### config.mk
export PLATFORM = sky130hd
export DESIGN_NAME = regfile_sb_param_flat
export DESIGN_NICKNAME = d
export VERILOG_FILES = /design/src/rtl/regfile_sb_param_if.sv /design/src/rtl/regfile_sb_param.sv /design/src/flat_wrapper.sv
export SDC_FILE = /design/constraint.sdc
export NUM_CORES = 2
export LEC_CHECK = 0
export CAP_MARGIN = 40
export CORE_ASPECT_RATIO = 0.75
export CORE_MARGIN = 1
export CORE_UTILIZATION = 45
export CTS_CLUSTER_DIAMETER = 150
export CTS_CLUSTER_SIZE = 20
export DETAILED_ROUTE_END_ITERATION = 16
export PLACE_DENSITY_LB_ADDON = 0.12
export SYNTH_ARGS = -nofsm -noshare
export SYNTH_HDL_FRONTEND = slang
export SYNTH_SLANG_ARGS = --single-unit
export TNS_END_PERCENT = 50
### constraint.sdc
create_clock -name clk -period 51.8 [get_ports clk]
set_clock_uncertainty 0.1 [all_clocks]
set_input_delay 7.77 -clock clk [delete_from_list [all_inputs] [get_ports clk]]
set_output_delay 7.77 -clock clk [all_outputs]
set_load 0.02 [all_outputs]
### src/rtl/regfile_sb_param_if.sv
// Register-file port bundle: decode/writeback side drives the master modport,
// the register file itself sits on the slave modport.
interface regfile_sb_param_if #(
  parameter int DATA_W = 32,
  parameter int ADDR_W = 5
);
  logic              EN;
  logic              write;
  logic [ADDR_W-1:0] selectW1;
  logic [DATA_W-1:0] wdata1;
  logic              write2;
  logic [ADDR_W-1:0] selectW2;
  logic [DATA_W-1:0] wdata2;
  logic              reserve;
  logic [ADDR_W-1:0] selectRes;
  logic              read;
  logic [ADDR_W-1:0] selectR1;
  logic [ADDR_W-1:0] selectR2;
  logic [DATA_W-1:0] outA;
  logic [DATA_W-1:0] outB;
  logic              busyA;
  logic              busyB;

  modport master (
    output EN, write, selectW1, wdata1, write2, selectW2, wdata2,
           reserve, selectRes, read, selectR1, selectR2,
    input  outA, outB, busyA, busyB
  );

  modport slave (
    input  EN, write, selectW1, wdata1, write2, selectW2, wdata2,
           reserve, selectRes, read, selectR1, selectR2,
    output outA, outB, busyA, busyB
  );
endinterface

### src/rtl/regfile_sb_param.sv
// Dual-write, dual-read register file with same-cycle write forwarding and a
// per-register busy scoreboard tracking pending writebacks.
module regfile_sb_param #(
  parameter int DATA_W   = 32,
  parameter int ADDR_W   = 5,
  parameter bit ZERO_REG = 1'b1,
  parameter bit BYPASS   = 1'b1
) (
  input  logic               clk,
  input  logic               rst,
  regfile_sb_param_if.slave  bus
);
  localparam int DEPTH = 2 ** ADDR_W;

  logic [DATA_W-1:0] regs_reg [DEPTH];
  logic [DEPTH-1:0]  busy_reg;
  logic [DEPTH-1:0]  busy_next;
  logic [DATA_W-1:0] outa_reg, outb_reg;
  logic [DATA_W-1:0] outa_next, outb_next;
  logic              busya_reg, busyb_reg;
  logic              wr1, wr2, res, rd;

  assign wr1 = bus.EN & bus.write;
  assign wr2 = bus.EN & bus.write2;
  assign res = bus.EN & bus.reserve;
  assign rd  = bus.EN & bus.read;

  generate
    for (genvar gi = 0; gi < DEPTH; gi++) begin : g_reg
      localparam bit HARD_ZERO = ZERO_REG && (gi == 0);
      logic hit1, hit2, hitr;

      assign hit1 = wr1 && (bus.selectW1 == ADDR_W'(gi));
      assign hit2 = wr2 && (bus.selectW2 == ADDR_W'(gi));
      assign hitr = res && (bus.selectRes == ADDR_W'(gi));

      // A reservation in the same cycle as a write belongs to the next producer.
      assign busy_next[gi] = !HARD_ZERO && (hitr || (!(hit1 || hit2) && busy_reg[gi]));

      always_ff @(posedge clk or posedge rst) begin
        if (rst) begin
          regs_reg[gi] <= '0;
        end else if (!HARD_ZERO && (hit1 || hit2)) begin
          regs_reg[gi] <= hit2 ? bus.wdata2 : bus.wdata1;
        end
      end
    end
  endgenerate

  function automatic logic [DATA_W-1:0] read_value(input logic [ADDR_W-1:0] sel);
    logic [DATA_W-1:0] v;
    v = regs_reg[sel];
    if (BYPASS) begin
      if (wr2 && bus.selectW2 == sel) begin
        v = bus.wdata2;
      end else if (wr1 && bus.selectW1 == sel) begin
        v = bus.wdata1;
      end
    end
    if (ZERO_REG && sel == '0) begin
      v = '0;
    end
    return v;
  endfunction

  assign outa_next = read_value(bus.selectR1);
  assign outb_next = read_value(bus.selectR2);

  always_ff @(posedge clk or posedge rst) begin
    if (rst) begin
      busy_reg <= '0;
    end else begin
      busy_reg <= busy_next;
    end
  end

  // Busy outputs reflect the scoreboard after this edge's reserve/write updates.
  always_ff @(posedge clk or posedge rst) begin
    if (rst) begin
      outa_reg  <= '0;
      outb_reg  <= '0;
      busya_reg <= 1'b0;
      busyb_reg <= 1'b0;
    end else if (rd) begin
      outa_reg  <= outa_next;
      outb_reg  <= outb_next;
      busya_reg <= busy_next[bus.selectR1];
      busyb_reg <= busy_next[bus.selectR2];
    end
  end

  assign bus.outA  = outa_reg;
  assign bus.outB  = outb_reg;
  assign bus.busyA = busya_reg;
  assign bus.busyB = busyb_reg;
endmodule

### src/flat_wrapper.sv
// flat-port wrapper written by rule: the top's interface ports become plain ports
module regfile_sb_param_flat 
#(
  parameter int DATA_W   = 32,
  parameter int ADDR_W   = 5,
  parameter bit ZERO_REG = 1'b1,
  parameter bit BYPASS   = 1'b1
)
  (clk, rst, bus_EN, bus_write, bus_selectW1, bus_wdata1, bus_write2, bus_selectW2, bus_wdata2, bus_reserve, bus_selectRes, bus_read, bus_selectR1, bus_selectR2, bus_outA, bus_outB, bus_busyA, bus_busyB);
  regfile_sb_param_if #(.DATA_W(DATA_W), .ADDR_W(ADDR_W)) bus_i ();
  input  logic clk;
  input  logic rst;
  input wire logic [$bits(bus_i.EN)-1:0] bus_EN;
  input wire logic [$bits(bus_i.write)-1:0] bus_write;
  input wire logic [$bits(bus_i.selectW1)-1:0] bus_selectW1;
  input wire logic [$bits(bus_i.wdata1)-1:0] bus_wdata1;
  input wire logic [$bits(bus_i.write2)-1:0] bus_write2;
  input wire logic [$bits(bus_i.selectW2)-1:0] bus_selectW2;
  input wire logic [$bits(bus_i.wdata2)-1:0] bus_wdata2;
  input wire logic [$bits(bus_i.reserve)-1:0] bus_reserve;
  input wire logic [$bits(bus_i.selectRes)-1:0] bus_selectRes;
  input wire logic [$bits(bus_i.read)-1:0] bus_read;
  input wire logic [$bits(bus_i.selectR1)-1:0] bus_selectR1;
  input wire logic [$bits(bus_i.selectR2)-1:0] bus_selectR2;
  output wire logic [$bits(bus_i.outA)-1:0] bus_outA;
  output wire logic [$bits(bus_i.outB)-1:0] bus_outB;
  output wire logic [$bits(bus_i.busyA)-1:0] bus_busyA;
  output wire logic [$bits(bus_i.busyB)-1:0] bus_busyB;
  assign bus_i.EN = bus_EN;
  assign bus_i.write = bus_write;
  assign bus_i.selectW1 = bus_selectW1;
  assign bus_i.wdata1 = bus_wdata1;
  assign bus_i.write2 = bus_write2;
  assign bus_i.selectW2 = bus_selectW2;
  assign bus_i.wdata2 = bus_wdata2;
  assign bus_i.reserve = bus_reserve;
  assign bus_i.selectRes = bus_selectRes;
  assign bus_i.read = bus_read;
  assign bus_i.selectR1 = bus_selectR1;
  assign bus_i.selectR2 = bus_selectR2;
  assign bus_outA = bus_i.outA;
  assign bus_outB = bus_i.outB;
  assign bus_busyA = bus_i.busyA;
  assign bus_busyB = bus_i.busyB;
  regfile_sb_param #(.DATA_W(DATA_W), .ADDR_W(ADDR_W), .ZERO_REG(ZERO_REG), .BYPASS(BYPASS)) u_core (.clk(clk), .rst(rst), .bus(bus_i));
endmodule
Yosys cells after proc, flatten, opt, wreduce, memory -nomap -nowiden:

Index checks and enable logic that the tools add are counted.

* magnitude comparators: 4
* equality and inequality tests: 97
* muxes and demuxes: 47
* bitwise logic cells: 6
* reductions and logical operators: 223

Operator list (number)
* $mux 32: 41
* $bmux 32 s5: 2
* $eq 5x5->1 const B: 48
* $logic_and 1x1->1: 128
* $eq 5x4->1 const B: 24
* $logic_or 1x1->1: 62
* $eq 5x3->1 const B: 12
* $logic_not 1->1: 31
* $eq 5x2->1 const B: 6
* $eq 5x5->1: 4
* $eq 5x1->1 const B: 3
* $ge 6x6->1 const B: 2
* $lt 5x6->1 const B: 2
* $not 5->6: 2
* $bmux 1 s5: 2
* $logic_not 5->1: 2
* $and 1x1->1: 4
* $mux 1: 2

* bits in registers: 1089
* output and inout port bits: 66
* logic and storage cells: 413

Depth between registers and ports, before layout:

* depth in word-level cells: 8
* mapped depth: 12
* mapped depth without buffers: 7

Worst setup path after synthesis:

No wires, ideal clock.

* path kind: input to register
* start point: input port bus_selectR1[0]
* end point: register u_core.outa_reg[28] (netlist: u_core.bus.outA[28])
* setup time: 0.132 ns
* data arrival time: 9.773 ns
* data required time: 51.568 ns
* slack: 41.794 ns
* cell stages on the path: 8
* path through: buf_2 -> clkbuf_1 -> mux4_2 -> mux4_2 -> mux2i_1 -> nor2_1 -> a21oi_1 -> o21ai_1

* word-level cells in the longest chain between the ends: 7

Ends and longest elaborated chain
* start: declaration: line flat_wrapper.sv:23 `input wire logic [$bits(bus_i.selectR1)-1:0] bus_selectR1;`
* $not 5->6 (implied by the code): line regfile_sb_param.sv:52 `v = regs_reg[sel];`
* $bmux 32 s5: line regfile_sb_param.sv:52
* $mux 32 (implied by the code) (2 in series): line regfile_sb_param.sv:52
* $mux 32: line regfile_sb_param.sv:56 `end else if (wr1 && bus.selectW1 == sel) begin`
* $mux 32: line regfile_sb_param.sv:54 `if (wr2 && bus.selectW2 == sel) begin`
* $mux 32 (*): line regfile_sb_param.sv:60 `if (ZERO_REG && sel == '0) begin`
* end signal: assignment: line regfile_sb_param.sv:85 `outa_reg <= outa_next;`
* end: declaration: line regfile_sb_param.sv:18 `logic [DATA_W-1:0] outa_reg, outb_reg;`

Every way passes the cells marked *; elsewhere a longest branch is shown, timed or not. The select of a mux whose other input is x is not followed.
A chain may end at the register's enable or synchronous reset.

==> impl_metrics.json <==
{
  "power_switching_share_pct": 32.91,
  "cp_max_fo": 146,
  "synthDistinctLibCells": 68,
  "ctsRootBufferMaster": "clkbuf_16",
  "fmax_mhz": 87.62,
  "setup_tns_ps": 0,
  "clock_sinks": 1089,
  "crit_type": "in2async",
  "fin_crit_sh_pct": 22.03,
  "yosysMostFrequentCell": "dfrtp_1",
  "synth.avg_cell_area_um2": 10.63,
  "stdcell_area_um2": 73100,
  "area_growth_pct": 8.375,
  "endpoint_kind": "asynchronous set/reset pin",
  "combPwrFrac_pct": 28.9,
  "die_h_um": 337.3,
  "die_area_um2": 151500,
  "synth_warnings": 32,
  "max_slew_margin_pct": 36.19,
  "cts_inserted_buffers": 60,
  "synth_top_area_share_pct": 40.40,
  "power_density_nw_per_um2": 33.47,
  "dr_wl_met3_um": 32280,
  "ir_worst_vdd_v": 0.00002923,
  "highest_layer": "met5",
  "hpwl_um": 165000,
  "synth_edf_count": 0,
  "num-nets-final": 6104,
  "ctsHoldBuffers": 0,
  "coreArea_um2": 148200,
  "hp-class": "reg2reg",
  "slew_viol_final": 0,
  "clkTransAtPathRegs_ps": 90,
  "finalHoldViolations": 0,
  "largest_reg_flops": 992,
  "fin_hold_ws_ps": 427.1,
  "setup_viol": 0,
  "rows": 122,
  "worst_pin_slew_ps": 957.1,
  "grt_overflow": 0,
  "vias": 53839,
  "die_w_um": 449.1,
  "synth_commonest_cells": "dfrtp_1 (1089), mux2i_1 (1052), nand2_1 (604), nor2_1 (599), mux4_2 (553)",
  "maxCapViolations": 0,
  "wl_met2_um": 112900,
  "start_util_pct": 45.51,
  "grt_antenna_before_repair": 3,
  "ys_seq_area_share_pct": 40.40,
  "synth_seq_cells": 1089,
  "synthCells": 6344,
  "cp-start-kind": "input port",
  "synth.largest_area_cell": "dfrtp_1",
  "grt_pass1_wl_um": 392700,
  "grt_util_all_layers_pct": 35.96,
  "synthesis.area_um2": 67450,
  "share_clk_of_total_power_pct": 21.2,
  "routed_wl_um": 274400,
  "finalWeightedCongestion": 0.8954,
  "ant_nets": 0,
  "status": "finished clean",
  "wire_per_inst_um": 34.32,
  "cts_tree": "yes",
  "power.internal_mw": 1.641,
  "routedLengthMet1_um": 119400,
  "grt_setup_unrepaired": "false",
  "drive_gt1_share_pct": 16.34,
  "worstSkewPairLatency_ps": 750,
  "critical_path_required_ps": 52480,
  "total_leakage_power_nw": 31.44,
  "numPortBuffers": 161,
  "drt_iter0_drc": 7693,
  "async_reset_ff_share_pct": 100.0,
  "ys.flop_type": "dfrtp_1",
  "switching_power_uw": 805.2,
  "grt_pass1_vias": 50736,
  "postCtsSetupBuffers": 0,
  "route.detailed.drc": 0,
  "cts_resized": 0,
  "synthTopCellsByArea": "dfrtp_1 (40%), mux4_2 (18%), mux2i_1 (16%), a21oi_1 (4.1%), o21ai_0 (3.9%)",
  "clk_path_buf_depth": 3,
  "dr.pass1.iters": 8,
  "grt_max_degree": 147,
  "min_period_ps": 11410,
  "postPlaceCellArea_um2": 71550,
  "arrival_ps": 12090,
  "pwr-share-seq_pct": 49.9,
  "synthesis.nets": 6440,
  "h-tree-depth": 2,
  "via_per_inst": 6.735,
  "pin_count": 162
}
==> layout by cell type (no fill, tap or decap), types with 31 or more instances in the layout <==
master and instances:
nand2_1 603, a21oi_1 551, o21ai_1 61, a22oi_1 55, mux2i_1 1052, clkdlybuf4s50_1 151, buf_4 204, o2bb2ai_1 38
mux4_2 553, clkbuf_16 61, o21ai_0 526, a31oi_1 34, dfrtp_1 1089, nor2_1 595, nand3_4 31
==> worst paths after layout <==
check	endpoint	slack [ps]	depth (start not counted)	startpoint
min in group asynchronous	u_core.regs_reg[732]	7400	2	rst
worst min register to register	u_core.bus.outA[30]	430	2	u_core.bus.outA[30]
worst min-delay path	u_core.bus.outA[30]	430	2	u_core.bus.outA[30]
max in group clk	u_core.bus.outB[15]	40610	9	bus_selectR2[0]
worst max register to register	u_core.bus.outA[26]	49490	6	u_core.regs_reg[378]
worst max-delay path	u_core.regs_reg[168]	40390	6	rst
==> per-layer routing <==
layer / up-vias / GRT usage [%]
li1: 22395 / -
met4: 6 / 11.16
met2: 3238 / 50.24
met3: 475 / 9.603
met1: 27725 / 53.98
met5: - / 0.4688
==> cell families (layout without fill, tap and decap cells) <==
| kind of cell | count (synthesis) | in the layout | share of synthesized area (%) |
|---|---|---|---|
| multiplexers | 1633 | 1633 | 34.54 |
| AO/OA/AOI/OAI | 1392 | 1392 | 11.52 |
| AND/OR/NAND/NOR | 1374 | 1374 | 8.245 |
| XOR/XNOR | 22 | 22 | 0.2857 |
| flip-flops | 1089 | 1089 | 40.40 |
| other | 0 | 2 | 0 |
| buffers and inverters | 834 | 498 | 5.005 |
==> power by group through the flow <==
| stage | combinational [mW] | sequential, mW | clock [mW] |
|---|---|---|---|
| CTS | 0.701 | 1.21 | 0.525 |
| global placement | 0.680 | 1.22 | 0 |
| floorplan | 0.510 | 1.19 | 0 |
| detailed placement | 0.701 | 1.23 | 0 |
| global route | 0.761 | 1.24 | 0.553 |
| finish | 0.707 | 1.22 | 0.519 |
==> worst max-delay path, cell delays in order <==
cell and delay (ps):
clkdlybuf4s50_1 490, inv_8 490, buf_4 760, buf_12 650, buf_4 770, buf_4 770
==> cell type report <==
type	instances	area [um^2]
clock inverter	1	16.27
multi-input combinational	4421	37400
inverter	24	97.59
clock buffer	61	1526
antenna	2	5.005
sequential	1089	27250
fill	13261	75120
timing repair buffer	412	4324
tap	1984	2482
==> through the flow <==
step           std cells  worst slack [ps]  utilization [%]  total power, mW
6_report            7994             40390            49.32            2.446
5_1_grt             7992             39840            49.32            2.557
4_1_cts             7992             40350            49.32            2.439
3_5_place_dp        7930             39540            48.27            1.929
3_3_place_gp        7877             38550            47.48            1.898
2_1_floorplan       6344             13270                -            1.699
(Power assumes the default switching activity.)
